--- src/rtl/key_debounce_pkg.sv ---
// Shared types and defaults for the key debouncer.
// Optional auto-repeat is enabled by defining KEY_AUTOREPEAT_EN.
package key_debounce_pkg;

  typedef enum logic [1:0] {
    IDLE,
    PRESS_WAIT,
    PRESSED,
    RELEASE_WAIT
  } ch_state_e;

  localparam int DEF_DEBOUNCE_CYCLES = 1000000;
  localparam int DEF_REPEAT_DELAY    = 25000000;
  localparam int DEF_REPEAT_PERIOD   = 5000000;

  // Width large enough that no terminal count can ever wrap the counter.
  function automatic int cnt_width(input int a, input int b, input int c);
    int m;
    m = a;
    if (b > m) m = b;
    if (c > m) m = c;
    return $clog2(m + 1);
  endfunction

endpackage

--- src/rtl/key_debounce_ch.sv ---
// One debounce channel: 2-flop synchronizer, saturating counter, 4-state FSM.
// Auto-repeat pulses on press_o are built only when KEY_AUTOREPEAT_EN is defined.
module key_debounce_ch
  import key_debounce_pkg::*;
#(
  parameter int DEBOUNCE_CYCLES = DEF_DEBOUNCE_CYCLES,
  parameter int REPEAT_DELAY    = DEF_REPEAT_DELAY,
  parameter int REPEAT_PERIOD   = DEF_REPEAT_PERIOD
) (
  input  logic clk_i,
  input  logic rst_i,
  input  logic key_n_i,
  output logic level_o,
  output logic press_o,
  output logic release_o
);

  localparam int CNT_W = cnt_width(DEBOUNCE_CYCLES, REPEAT_DELAY, REPEAT_PERIOD);
  typedef logic [CNT_W-1:0] cnt_t;

  localparam cnt_t CNT_MAX = {CNT_W{1'b1}};
  localparam cnt_t DB_TERM = cnt_t'(DEBOUNCE_CYCLES - 1);
`ifdef KEY_AUTOREPEAT_EN
  localparam cnt_t DLY_TERM = cnt_t'(REPEAT_DELAY - 1);
  localparam cnt_t PER_TERM = cnt_t'(REPEAT_PERIOD - 1);
`endif

  function automatic cnt_t sat_inc(input cnt_t c);
    return (c == CNT_MAX) ? c : c + 1'b1;
  endfunction

  logic [1:0] sync_q;
  logic       pressed;
  ch_state_e  state_q;
  cnt_t       cnt_q;
  logic       level_q;
  logic       press_q;
  logic       release_q;
`ifdef KEY_AUTOREPEAT_EN
  logic       rep_q;
`endif

  // Inversion ahead of the synchronizer so the reset value 0 means released.
  always_ff @(posedge clk_i or posedge rst_i) begin
    if (rst_i) sync_q <= 2'b00;
    else       sync_q <= {sync_q[0], ~key_n_i};
  end

  assign pressed = sync_q[1];

  always_ff @(posedge clk_i or posedge rst_i) begin
    if (rst_i) begin
      state_q   <= IDLE;
      cnt_q     <= '0;
      level_q   <= 1'b0;
      press_q   <= 1'b0;
      release_q <= 1'b0;
`ifdef KEY_AUTOREPEAT_EN
      rep_q     <= 1'b0;
`endif
    end else begin
      press_q   <= 1'b0;
      release_q <= 1'b0;
      case (state_q)
        IDLE: begin
          cnt_q <= '0;
          if (pressed) state_q <= PRESS_WAIT;
        end
        PRESS_WAIT: begin
          if (!pressed) begin
            state_q <= IDLE;
            cnt_q   <= '0;
          end else if (cnt_q == DB_TERM) begin
            state_q <= PRESSED;
            cnt_q   <= '0;
            level_q <= 1'b1;
            press_q <= 1'b1;
`ifdef KEY_AUTOREPEAT_EN
            rep_q   <= 1'b0;
`endif
          end else begin
            cnt_q <= sat_inc(cnt_q);
          end
        end
        PRESSED: begin
          if (!pressed) begin
            state_q <= RELEASE_WAIT;
            cnt_q   <= '0;
          end
`ifdef KEY_AUTOREPEAT_EN
          // First repeat waits REPEAT_DELAY, later ones REPEAT_PERIOD.
          else if (cnt_q == (rep_q ? PER_TERM : DLY_TERM)) begin
            press_q <= 1'b1;
            rep_q   <= 1'b1;
            cnt_q   <= '0;
          end else begin
            cnt_q <= sat_inc(cnt_q);
          end
`endif
        end
        RELEASE_WAIT: begin
          if (pressed) begin
            state_q <= PRESSED;
            cnt_q   <= '0;
`ifdef KEY_AUTOREPEAT_EN
            rep_q   <= 1'b0;
`endif
          end else if (cnt_q == DB_TERM) begin
            state_q   <= IDLE;
            cnt_q     <= '0;
            level_q   <= 1'b0;
            release_q <= 1'b1;
          end else begin
            cnt_q <= sat_inc(cnt_q);
          end
        end
        default: begin
          state_q <= IDLE;
          cnt_q   <= '0;
          level_q <= 1'b0;
        end
      endcase
    end
  end

  assign level_o   = level_q;
  assign press_o   = press_q;
  assign release_o = release_q;

endmodule

--- src/rtl/key_debounce.sv ---
// N_KEYS independent debounce channels for active-low push-buttons.
// Define KEY_AUTOREPEAT_EN to add auto-repeat pulses on key_press.
module key_debounce
  import key_debounce_pkg::*;
#(
  parameter int N_KEYS          = 4,
  parameter int DEBOUNCE_CYCLES = DEF_DEBOUNCE_CYCLES,
  parameter int REPEAT_DELAY    = DEF_REPEAT_DELAY,
  parameter int REPEAT_PERIOD   = DEF_REPEAT_PERIOD
) (
  input  logic              CLOCK_50,
  input  logic              RST,
  input  logic [N_KEYS-1:0] KEY,
  output logic [N_KEYS-1:0] key_level,
  output logic [N_KEYS-1:0] key_press,
  output logic [N_KEYS-1:0] key_release
);

  for (genvar g = 0; g < N_KEYS; g++) begin : g_ch
    key_debounce_ch #(
      .DEBOUNCE_CYCLES(DEBOUNCE_CYCLES),
      .REPEAT_DELAY   (REPEAT_DELAY),
      .REPEAT_PERIOD  (REPEAT_PERIOD)
    ) u_ch (
      .clk_i    (CLOCK_50),
      .rst_i    (RST),
      .key_n_i  (KEY[g]),
      .level_o  (key_level[g]),
      .press_o  (key_press[g]),
      .release_o(key_release[g])
    );
  end

endmodule

--- config.mk ---
export PLATFORM = sky130hd
export DESIGN_NAME = key_debounce
export DESIGN_NICKNAME = d
export VERILOG_FILES = /design/src/rtl/key_debounce_pkg.sv /design/src/rtl/key_debounce_ch.sv /design/src/rtl/key_debounce.sv
export SDC_FILE = /design/constraint.sdc
export NUM_CORES = 1
export LEC_CHECK = 0
export CORE_ASPECT_RATIO = 0.5
export CORE_UTILIZATION = 53
export DETAILED_ROUTE_END_ITERATION = 8
export GPL_TIMING_DRIVEN = 1
export PLACE_DENSITY = 0.66
export SYNTH_ARGS = -nofsm -noshare
export SYNTH_HDL_FRONTEND = slang
export SYNTH_SLANG_ARGS = --single-unit
--- constraint.sdc ---
create_clock -name CLOCK_50 -period 7.65 [get_ports CLOCK_50]
set_input_delay 2.295 -clock CLOCK_50 [delete_from_list [all_inputs] [get_ports CLOCK_50]]
set_output_delay 2.295 -clock CLOCK_50 [all_outputs]
set_load 0.05 [all_outputs]
==> results of run 1 <==
==> state kept, by name, summed over array words and instances, names as in the netlist, named ones only <==
name,count
g_ch.u_ch.cnt_q,100
g_ch.u_ch.sync_q,8
g_ch.u_ch.level_o,4
g_ch.u_ch.press_o,4
g_ch.u_ch.release_o,4
g_ch.u_ch.state_q,4
==> Yosys cell counts, drive strengths merged (3+ instances only) <==
cell type / instances
and2: 9
a21o: 21
ha: 4
o31a: 3
xor2: 3
inv: 31
o21ai: 46
nor3b: 5
nor4: 13
nor3: 28
o31ai: 7
o211ai: 23
or4: 20
o41ai: 4
and3: 17
nor4b: 3
a41oi: 11
dfrtp: 128
o21bai: 5
nand4: 39
o221ai: 4
or3: 4
a31oi: 59
or2: 8
nor2: 31
nand2: 84
clkbuf: 28
o311ai: 4
a21oi: 34
a2bb2oi: 5
nand2b: 4
buf: 21
a32oi: 3
a211o: 3
nand3: 55
o22ai: 6
and4: 21
==> kinds of logic after synthesis <==
| logic type | synth area share |
|---|---|
| simple gates | 0.262 |
| compound gates | 0.232 |
| flops | 0.439 |
| buf+inv | 0.0546 |
| xor+xnor | 0.00480 |
| fa+ha+maj | 0.00686 |
==> metrics by stage <==
stage	setup WS [ns]	hold slack [ns]	instances	util
2_1_floorplan	1.94	0.331	815	-
3_3_place_gp	3.63	0.333	958	0.572
3_5_place_dp	3.62	0.336	958	0.572
4_1_cts	3.74	0.350	990	0.616
5_1_grt	3.70	0.361	990	0.616
6_report	3.75	0.346	990	0.616
==> path summary, 6_finish.rpt <==
path	to	slack, ns
worst max register to register	g_ch[3].u_ch.cnt_q[23]	5.02
min in group asynchronous	g_ch[2].u_ch.cnt_q[24]	2.40
worst min-delay path	g_ch[3].u_ch.sync_q[1]	0.35
max in group asynchronous	g_ch[1].u_ch.sync_q[1]	4.14
worst min register to register	g_ch[3].u_ch.sync_q[1]	0.35
worst max-delay path	key_level[2]	3.75
==> layer usage <==
metal	GRT usage	routed length [um]	vias to the layer above	part of all wire
li1	-	-	3162	-
met1	0.365	8470	3144	0.49
met2	0.408	7860	187	0.45
met3	0.0686	810	13	0.047
met4	0.0676	149	0	0.0086
met5	0	0	-	0
==> power breakdown <==
part           total (mW)  switching (mW)  internal, mW
combinational      0.0511          0.0371        0.0140
sequential          0.688         0.00565         0.682
clock               0.782           0.316         0.466
total                1.52           0.359          1.16
==> layout make-up <==
class / instances / share of cell area
repair buffers: 23 / 0.0268
inverters: 31 / 0.0151
flip-flops and latches: 128 / 0.399
clock inverters: 11 / 0.0133
clock buffers: 21 / 0.0574
multi-input cells: 606 / 0.462
well taps: 170 / 0.0265
==> cells in the final DEF (no fill, tap or decap), types with 5 or more instances in the layout <==
cell type        count
a21o_1              18
a21oi_1             30
a2bb2oi_1            5
a31oi_1             59
a41oi_1             11
and2_1               8
and3_1              16
and4_1              19
buf_4                6
clkbuf_16           17
clkdlybuf4s50_1     17
dfrtp_1            128
inv_1               30
nand2_1             84
nand3_1             55
nand4_1             38
nor2_1              31
nor3_1              28
nor3b_1              5
nor4_1              10
o211ai_1            23
o21ai_0             46
o21bai_1             5
o22ai_1              6
o31ai_1              7
or2_2                6
or4_1               19
==> reports/metrics.cfg, run 1 <==
[yosys]
yosys-top-cells-area = dfrtp_1 (44%), a31oi_1 (5.1%), nand2_1 (4.3%)
netlist_instances = 815
ys_ff_latch = 128
synth_fp_nets = 825
ys.flop_type = dfrtp_1
yosysTopAreaCell = dfrtp_1
avgSynthCellArea_um2 = 8.95
synth_top_area_share = 0.439
synth_cell_types = 67
synthesis.area_um2 = 7290
synth_warnings = 0
synthArstFlopShare = 1.00
synth-edff-count = 0
ys_seq_area_frac = 0.439

[setup_path]
cp-start-kind = register
reg2reg_from = g_ch[3].u_ch.cnt_q[0]
rr_worst_depth = 6
crit_type = register to primary output
crit_family = buffers and inverters
cp_num_cells = 1
crit_path_end_kind = primary output
crit_path_start = g_ch[2].u_ch.level_o
cp.arrival_ns = 1.60
required_ns = 5.36
crit_slowest_cell = clkdlybuf4s50_1
path_cells = clkdlybuf4s50_1
slowest_delay_ns = 0.81
path_buf_inv = 1
crit_fanout = 3

[clock_tree]
cts_buffer_depth = 2
post_cts_resized = 0
path_clk_slew_ns = 0.06
cts_sinks = 128
cts_tree = built
worstSkewPairLatency_ns = 0.42
hold_buffers = 0
htreeDepth = 4
postCtsSetupRepairBufs = 0
root_buffer = clkbuf_16
cts_buffers = 17

[global_route]
grt_pass1_vias = 6087
antenna_found_initial = 0
grt_max_degree = 83
grtUsageTotal = 0.262
gr-total-overflow = 0
grt_pass1_wl_um = 30200

[layout]
area_delta_synth_final_pct = 10.0
final_layout_size_suffix_gt1_frac = 0.0780
multi_input_area_um2 = 3700
num-fill-cells = 1114
stdcell_area_um2 = 8020
seqCellArea_um2 = 3200
nets = 817
antenna_cells = 0

[floorplanning]
start_util = 0.560
die_area_um2 = 14300
die_width_um = 168
ios = 18
core_area_um2 = 13000
rows = 29
die_h_um = 85.0

[detailed_routing]
dr.pass1.iters = 7
vias = 6506
drc = 0
drt-total-wl_um = 17300
first_iter_violations = 638
wire_per_inst_um = 17.5
viasPerCell = 6.57
final_antenna_net_count = 0

[power_and_ir_drop]
total_power_mw = 1.52
ir_drop_uv = 156
leakage_nw = 3.20
power_density_nw_per_um2 = 190

[outcome]
outcome = finished, final reports clean

[sta]
rsz0062_at_grt = false
setup_violations = 0
slew_violations = 0
fmax_mhz = 257
fin_crit_sh = 0.509
worstMarginPinSlew_ns = 1.06
tns_ns = 0
slew_headroom = 0.291
fin_crit_ns = 3.90
clock_skew_ns = 0.0112
finalHoldViolCount = 0

[job]
max-cap-violations = 0

[placement]
dpl_cell_area_um2 = 7460
dp_hpwl_um = 11300
numPortBuffers = 17
place_congestion = 0.876

[worst_hold_path]
worstHoldStart = g_ch[3].u_ch.sync_q[0]
worstHoldPathCells = 0
holdCritPathClass = register to register

(Power assumes the default switching activity.)
==> inputs of run 2 (changes only) <==
- PLACE_DENSITY: 0.66 -> 0.69
- clock period: 7.65 -> 3.15 ns (I/O delays scaled with it)
==> run 2 against run 1 <==
Compared with the run above: critical endpoint is now key_level[1]; final area is 1.3% higher; sequential power increased by 140%; largest cell class unchanged; global-route usage fell by 0.23 points; wire length down 0.43%; non-clock buffer count increased by 10.
==> reports/metrics.cfg, run 2 (synthesis gave the netlist of run 1 again) <==
[sta]
slew_violations = 0  ; unchanged
finalHoldViolCount = 0  ; unchanged
setup_violations = 0  ; unchanged
worstMarginPinSlew_ns = 0.864  ; -0.196 ns
tns_ns = 0  ; unchanged
clock_skew_ns = 0.00855  ; -0.00269 ns
fin_crit_sh = 0.821
slew_headroom = 0.419  ; +0.128
fmax_mhz = 387
rsz0062_at_grt = false
fin_crit_ns = 2.58

[setup_path]
required_ns = 2.20  ; -3.16 ns
cp.arrival_ns = 1.64  ; +0.04 ns
crit_type = register to primary output
regToRegSetupSlack_ns = 0.64  ; -4.38 ns
crit_path_end_kind = primary output
path_buf_inv = 1  ; unchanged
rr_worst_depth = 6  ; unchanged
cp_num_cells = 1  ; unchanged
crit_slowest_cell = clkdlybuf4s50_1
crit_fanout = 3  ; unchanged
crit_family = buffers and inverters
cp-start-kind = register
path_cells = clkdlybuf4s50_1
slowest_delay_ns = 0.85  ; +0.04 ns

[layout]
final_layout_size_suffix_gt1_frac = 0.0893  ; +0.0112
nets = 827  ; +1.2%
largest_reg_flops = 100  ; unchanged
antenna_cells = 0  ; unchanged
largest_register = g_ch.u_ch.cnt_q
reg_top3 = g_ch.u_ch.cnt_q: 100 flops, g_ch.u_ch.sync_q: 8 flops
final_cell_mix = dfrtp_1 (128), nand2_1 (84), a31oi_1 (59)
fin_util = 0.624  ; +0.00788
num-fill-cells = 1076  ; -3.4%
area_delta_synth_final_pct = 11.4
mostFrequentLayoutCell = dfrtp_1

[global_route]
top_usage_layer = met2
grtUsageTotal = 0.260  ; -0.00230
grt_pass1_wl_um = 29800  ; -1.3%
grt_pass1_vias = 6129  ; +0.69%
met1_usage = 0.361  ; -0.00407
grt_max_degree = 45  ; -46%
grtUsageMet2 = 0.408  ; about the same
gr-total-overflow = 0  ; unchanged
use_met3 = 0.0578  ; -0.0107
antenna_found_initial = 0  ; unchanged

[clock_tree]
post_cts_resized = 0  ; unchanged
postCtsSetupRepairBufs = 0  ; unchanged
cts_buffers = 17  ; unchanged
cts_sinks = 128  ; unchanged
htreeDepth = 4  ; unchanged
path_clk_slew_ns = 0.06  ; about the same
cts_tree = built
cts_buffer_depth = 2  ; unchanged
hold_buffers = 0  ; unchanged
worstSkewPairLatency_ns = 0.42  ; about the same
root_buffer = clkbuf_16

[worst_hold_path]
holdCritPathClass = register to register
worstHoldPathCells = 0  ; unchanged

[job]
max-cap-violations = 0  ; unchanged

[floorplanning]
ios = 18  ; unchanged
start_util = 0.560  ; unchanged
core_area_um2 = 13000  ; unchanged
die_h_um = 85.0  ; unchanged
rows = 29  ; unchanged
die_width_um = 168  ; unchanged
die_area_um2 = 14300  ; unchanged

[power_and_ir_drop]
power_density_nw_per_um2 = 458  ; +140%
ir_drop_uv = 352  ; +130%
leakage_nw = 3.25  ; +1.5%
total_power_mw = 3.72  ; +140%

[detailed_routing]
viasPerCell = 6.59  ; +0.23%
drc = 0  ; unchanged
final_antenna_net_count = 0  ; unchanged
wire_per_inst_um = 17.2  ; -1.3%
first_iter_violations = 403  ; -37%
vias = 6580  ; +1.1%
dr.pass1.iters = 5  ; -2
drt-total-wl_um = 17200  ; -0.43%

[placement]
place_congestion = 0.881  ; +0.58%
dp_hpwl_um = 11500  ; +2.0%
numPortBuffers = 17  ; unchanged

[outcome]
outcome = finished, final reports clean

## run 2: cell count changes in the layout (fill, tap and decap cells not counted)
| cell | before | now |
|---|---|---|
| buf_4 | 6 | 14 |
| clkinvlp_4 | 3 | 7 |
| buf_12 | 0 | 2 |
| clkbuf_8 | 2 | 0 |
| inv_6 | 3 | 1 |
| bufinv_16 | 1 | 2 |
| clkbuf_1 | 2 | 1 |
| clkinv_4 | 3 | 2 |
## run 2: area by class of cell
| type | instances | area (um^2) | area share |
|---|---|---|---|
| Multi-Input combinational cell | 606 | 3700 | 0.456 |
| Sequential cell | 128 | 3200 | 0.394 |
| Clock buffer | 18 | 429 | 0.0528 |
| Timing Repair Buffer | 33 | 315 | 0.0388 |
| Tap cell | 170 | 213 | 0.0262 |
| Clock inverter | 13 | 141 | 0.0174 |
| Inverter | 31 | 120 | 0.0148 |
## run 2: final timing paths
check,start,endpoint
max,g_ch[1].u_ch.level_o,key_level[1]
max reg2reg,g_ch[2].u_ch.cnt_q[0],g_ch[2].u_ch.cnt_q[6]
max in group asynchronous,RST,g_ch[0].u_ch.press_o
min in group asynchronous,RST,g_ch[1].u_ch.release_o
min reg2reg,g_ch[3].u_ch.sync_q[0],g_ch[3].u_ch.sync_q[1]
min,g_ch[3].u_ch.sync_q[0],g_ch[3].u_ch.sync_q[1]
## run 2: power breakdown
group | switching [mW] | internal (mW) | total (mW)
logic | 0.0908 | 0.0407 | 0.132
registers | 0.0133 | 1.66 | 1.67
clock network | 0.762 | 1.16 | 1.92
## run 2: per-layer routing
layer	part of all wire	vias up
li1	-	3162
met4	0.010	0
met1	0.49	3217
met5	0	-
met3	0.046	24
met2	0.46	177
## run 2: metrics by stage
step	worst slack, ns	cell area, um^2	std cells	hold slack (ns)
after global placement	0.792	7550	968	0.333
after global routing	0.402	8130	999	0.355
after floorplan	0.624	7300	815	0.331
final	0.565	8130	999	0.340
after detailed placement	0.720	7550	968	0.336
after CTS	0.537	8130	999	0.347
==> inputs of run 3 (changes only) <==
- clock period: 3.15 -> 2.3 ns (I/O delays scaled with it)
==> run 3 against run 2 <==
Compared with the run above: clock skew is 0.0034 ns higher; total power is 37% higher; final area is 4.0% higher; largest cell class unchanged.
==> reports/metrics.cfg, run 3 (synthesis gave the netlist of run 1 again) <==
[floorplanning]
die_area_um2 = 14300  ; unchanged
start_util = 0.560  ; unchanged
core_area_um2 = 13000  ; unchanged
die_width_um = 168  ; unchanged
rows = 29  ; unchanged
ios = 18  ; unchanged
die_h_um = 85.0  ; unchanged

[layout]
final_cell_mix = dfrtp_1 (128), nand2_1 (84), a31oi_1 (59)
area_delta_synth_final_pct = 15.9
largest_register = g_ch.u_ch.cnt_q
antenna_cells = 0  ; unchanged
nets = 858  ; +3.7%
largest_reg_flops = 100  ; unchanged
final_layout_size_suffix_gt1_frac = 0.134  ; +0.0443
mostFrequentLayoutCell = dfrtp_1
reg_top3 = g_ch.u_ch.cnt_q: 100 flops, g_ch.u_ch.sync_q: 8 flops

[detailed_routing]
drt-total-wl_um = 17400  ; +1.3%
vias = 6698  ; +1.8%
viasPerCell = 6.50  ; -1.4%
dr.pass1.iters = 5  ; unchanged
final_antenna_net_count = 0  ; unchanged
first_iter_violations = 704  ; +75%
wire_per_inst_um = 16.9  ; -1.9%
drc = 0  ; unchanged

[placement]
dp_hpwl_um = 11900  ; +2.9%
place_congestion = 0.880  ; about the same
numPortBuffers = 17  ; unchanged

[sta]
setup_violations = 0  ; unchanged
slew_violations = 0  ; unchanged
fin_crit_ns = 2.29
tns_ns = 0  ; unchanged
worstMarginPinSlew_ns = 0.638  ; -0.226 ns
fmax_mhz = 437
fin_crit_sh = 0.994
slew_headroom = 0.573  ; +0.155
finalHoldViolCount = 0  ; unchanged
clock_skew_ns = 0.0119  ; +0.00338 ns
hold_ws_ns = 0.342  ; +0.00172 ns
rsz0062_at_grt = false

[global_route]
antenna_found_initial = 0  ; unchanged
grtUsageTotal = 0.260  ; about the same
grt_pass1_wl_um = 29900  ; +0.51%
grt_max_degree = 73  ; +62%
gr-total-overflow = 0  ; unchanged
grt_pass1_vias = 6183  ; +0.88%

[outcome]
outcome = finished, final reports clean

[setup_path]
crit_family = compound AO/OA/AOI/OAI gates
path_cells = ha_1 > nand4_1 > nor4_4 > a2111oi_0 > buf_4 > o31ai_1 > a31o_2
slowest_delay_ns = 0.59  ; -0.26 ns
required_ns = 2.61  ; +0.41 ns
cp.arrival_ns = 2.59  ; +0.95 ns
r2r_end = g_ch[3].u_ch.cnt_q[15]
crit_fanout = 6  ; +3
crit_path_end_kind = register
regToRegSetupSlack_ns = 0.01  ; -0.63 ns
cp-start-kind = register
cp_num_cells = 7  ; +6
path_buf_inv = 1  ; unchanged
reg2reg_from = g_ch[3].u_ch.cnt_q[0]
rr_worst_depth = 7  ; +1
crit_slowest_cell = a2111oi_0
crit_type = register to register

[clock_tree]
htreeDepth = 4  ; unchanged
cts_buffers = 17  ; unchanged
cts_tree = built
postCtsSetupRepairBufs = 0  ; unchanged
root_buffer = clkbuf_16
cts_buffer_depth = 2  ; unchanged
hold_buffers = 0  ; unchanged
cts_sinks = 128  ; unchanged
worstSkewPairLatency_ns = 0.42  ; about the same
path_clk_slew_ns = 0.07  ; about the same

[worst_hold_path]
holdCritPathClass = register to register
worstHoldStart = g_ch[3].u_ch.sync_q[0]
worstHoldPathCells = 0  ; unchanged
min_to = g_ch[3].u_ch.sync_q[1]

[job]
max-cap-violations = 0  ; unchanged

[power_and_ir_drop]
ir_drop_uv = 445  ; +26%
leakage_nw = 3.51  ; +7.9%
power_density_nw_per_um2 = 605  ; +32%

==> run 3: cell count changes in the layout (fill, tap and decap cells not counted), moves of 3 or more <==
cell | before | now
clkdlybuf4s50_1 | 17 | 12
buf_4 | 14 | 43
inv_6 | 1 | 4
clkinvlp_4 | 7 | 3
buf_12 | 2 | 5
==> run 3: timing repair <==
| item | in CTS | in global routing |
|---|---|---|
| pin swaps | 0 | 1 |
| resized for setup | 2 | 13 |
| gates cloned | 0 | 0 |
| setup endpoints to repair | 2 | 31 |
==> run 3: through the flow <==
step                worst slack [ns]  power [mW]  std cells  area, um^2   util
floorplan                     0.0288        2.45        815        7300      -
global placement               0.121        2.51        999        7820  0.601
detailed placement            0.0579        2.52        999        7820  0.601
CTS                           0.0142        5.17       1031        8400  0.645
global route                 0.00350        5.30       1031        8450  0.649
finish                        0.0135        5.12       1031        8450  0.649
==> run 3: final cells by class <==
type	instances	area [um^2]
Timing Repair Buffer	64	586
Tap cell	170	213
Clock inverter	12	126
Sequential cell	128	3200
Multi-Input combinational cell	606	3750
Fill cell	1084	4580
Clock buffer	20	457
Inverter	31	120
==> run 3: worst max path at each step <==
stage | start | endpoint | slack, ns
after floorplan | RST | asynchronous set/reset pin | 0.03
after global placement | g_ch[2].u_ch.cnt_q[1] | g_ch[2].u_ch.cnt_q[8] | 0.12
after detailed placement | g_ch[2].u_ch.cnt_q[1] | g_ch[2].u_ch.cnt_q[6] | 0.06
after CTS | g_ch[2].u_ch.level_o | key_level[2] | 0.01
after global routing | g_ch[3].u_ch.cnt_q[0] | g_ch[3].u_ch.cnt_q[7] | 0.004
final | g_ch[3].u_ch.cnt_q[0] | g_ch[3].u_ch.cnt_q[15] | 0.01
==> run 3: routing by layer <==
metal  share of wire  vias to the layer above  wire (um)  global-route usage
met5               0                        -          0                   0
met4           0.011                        0        199              0.0884
met3           0.060                       27       1050              0.0597
met2            0.45                      200       7800               0.403
met1            0.48                     3241       8380               0.361
li1                -                     3230          -                   -
==> run 3: power breakdown <==
group	switching (mW)	leakage (nW)	internal [mW]
logic	0.126	1.47	0.0633
registers	0.0179	1.76	2.27
clock network	1.07	0.280	1.57
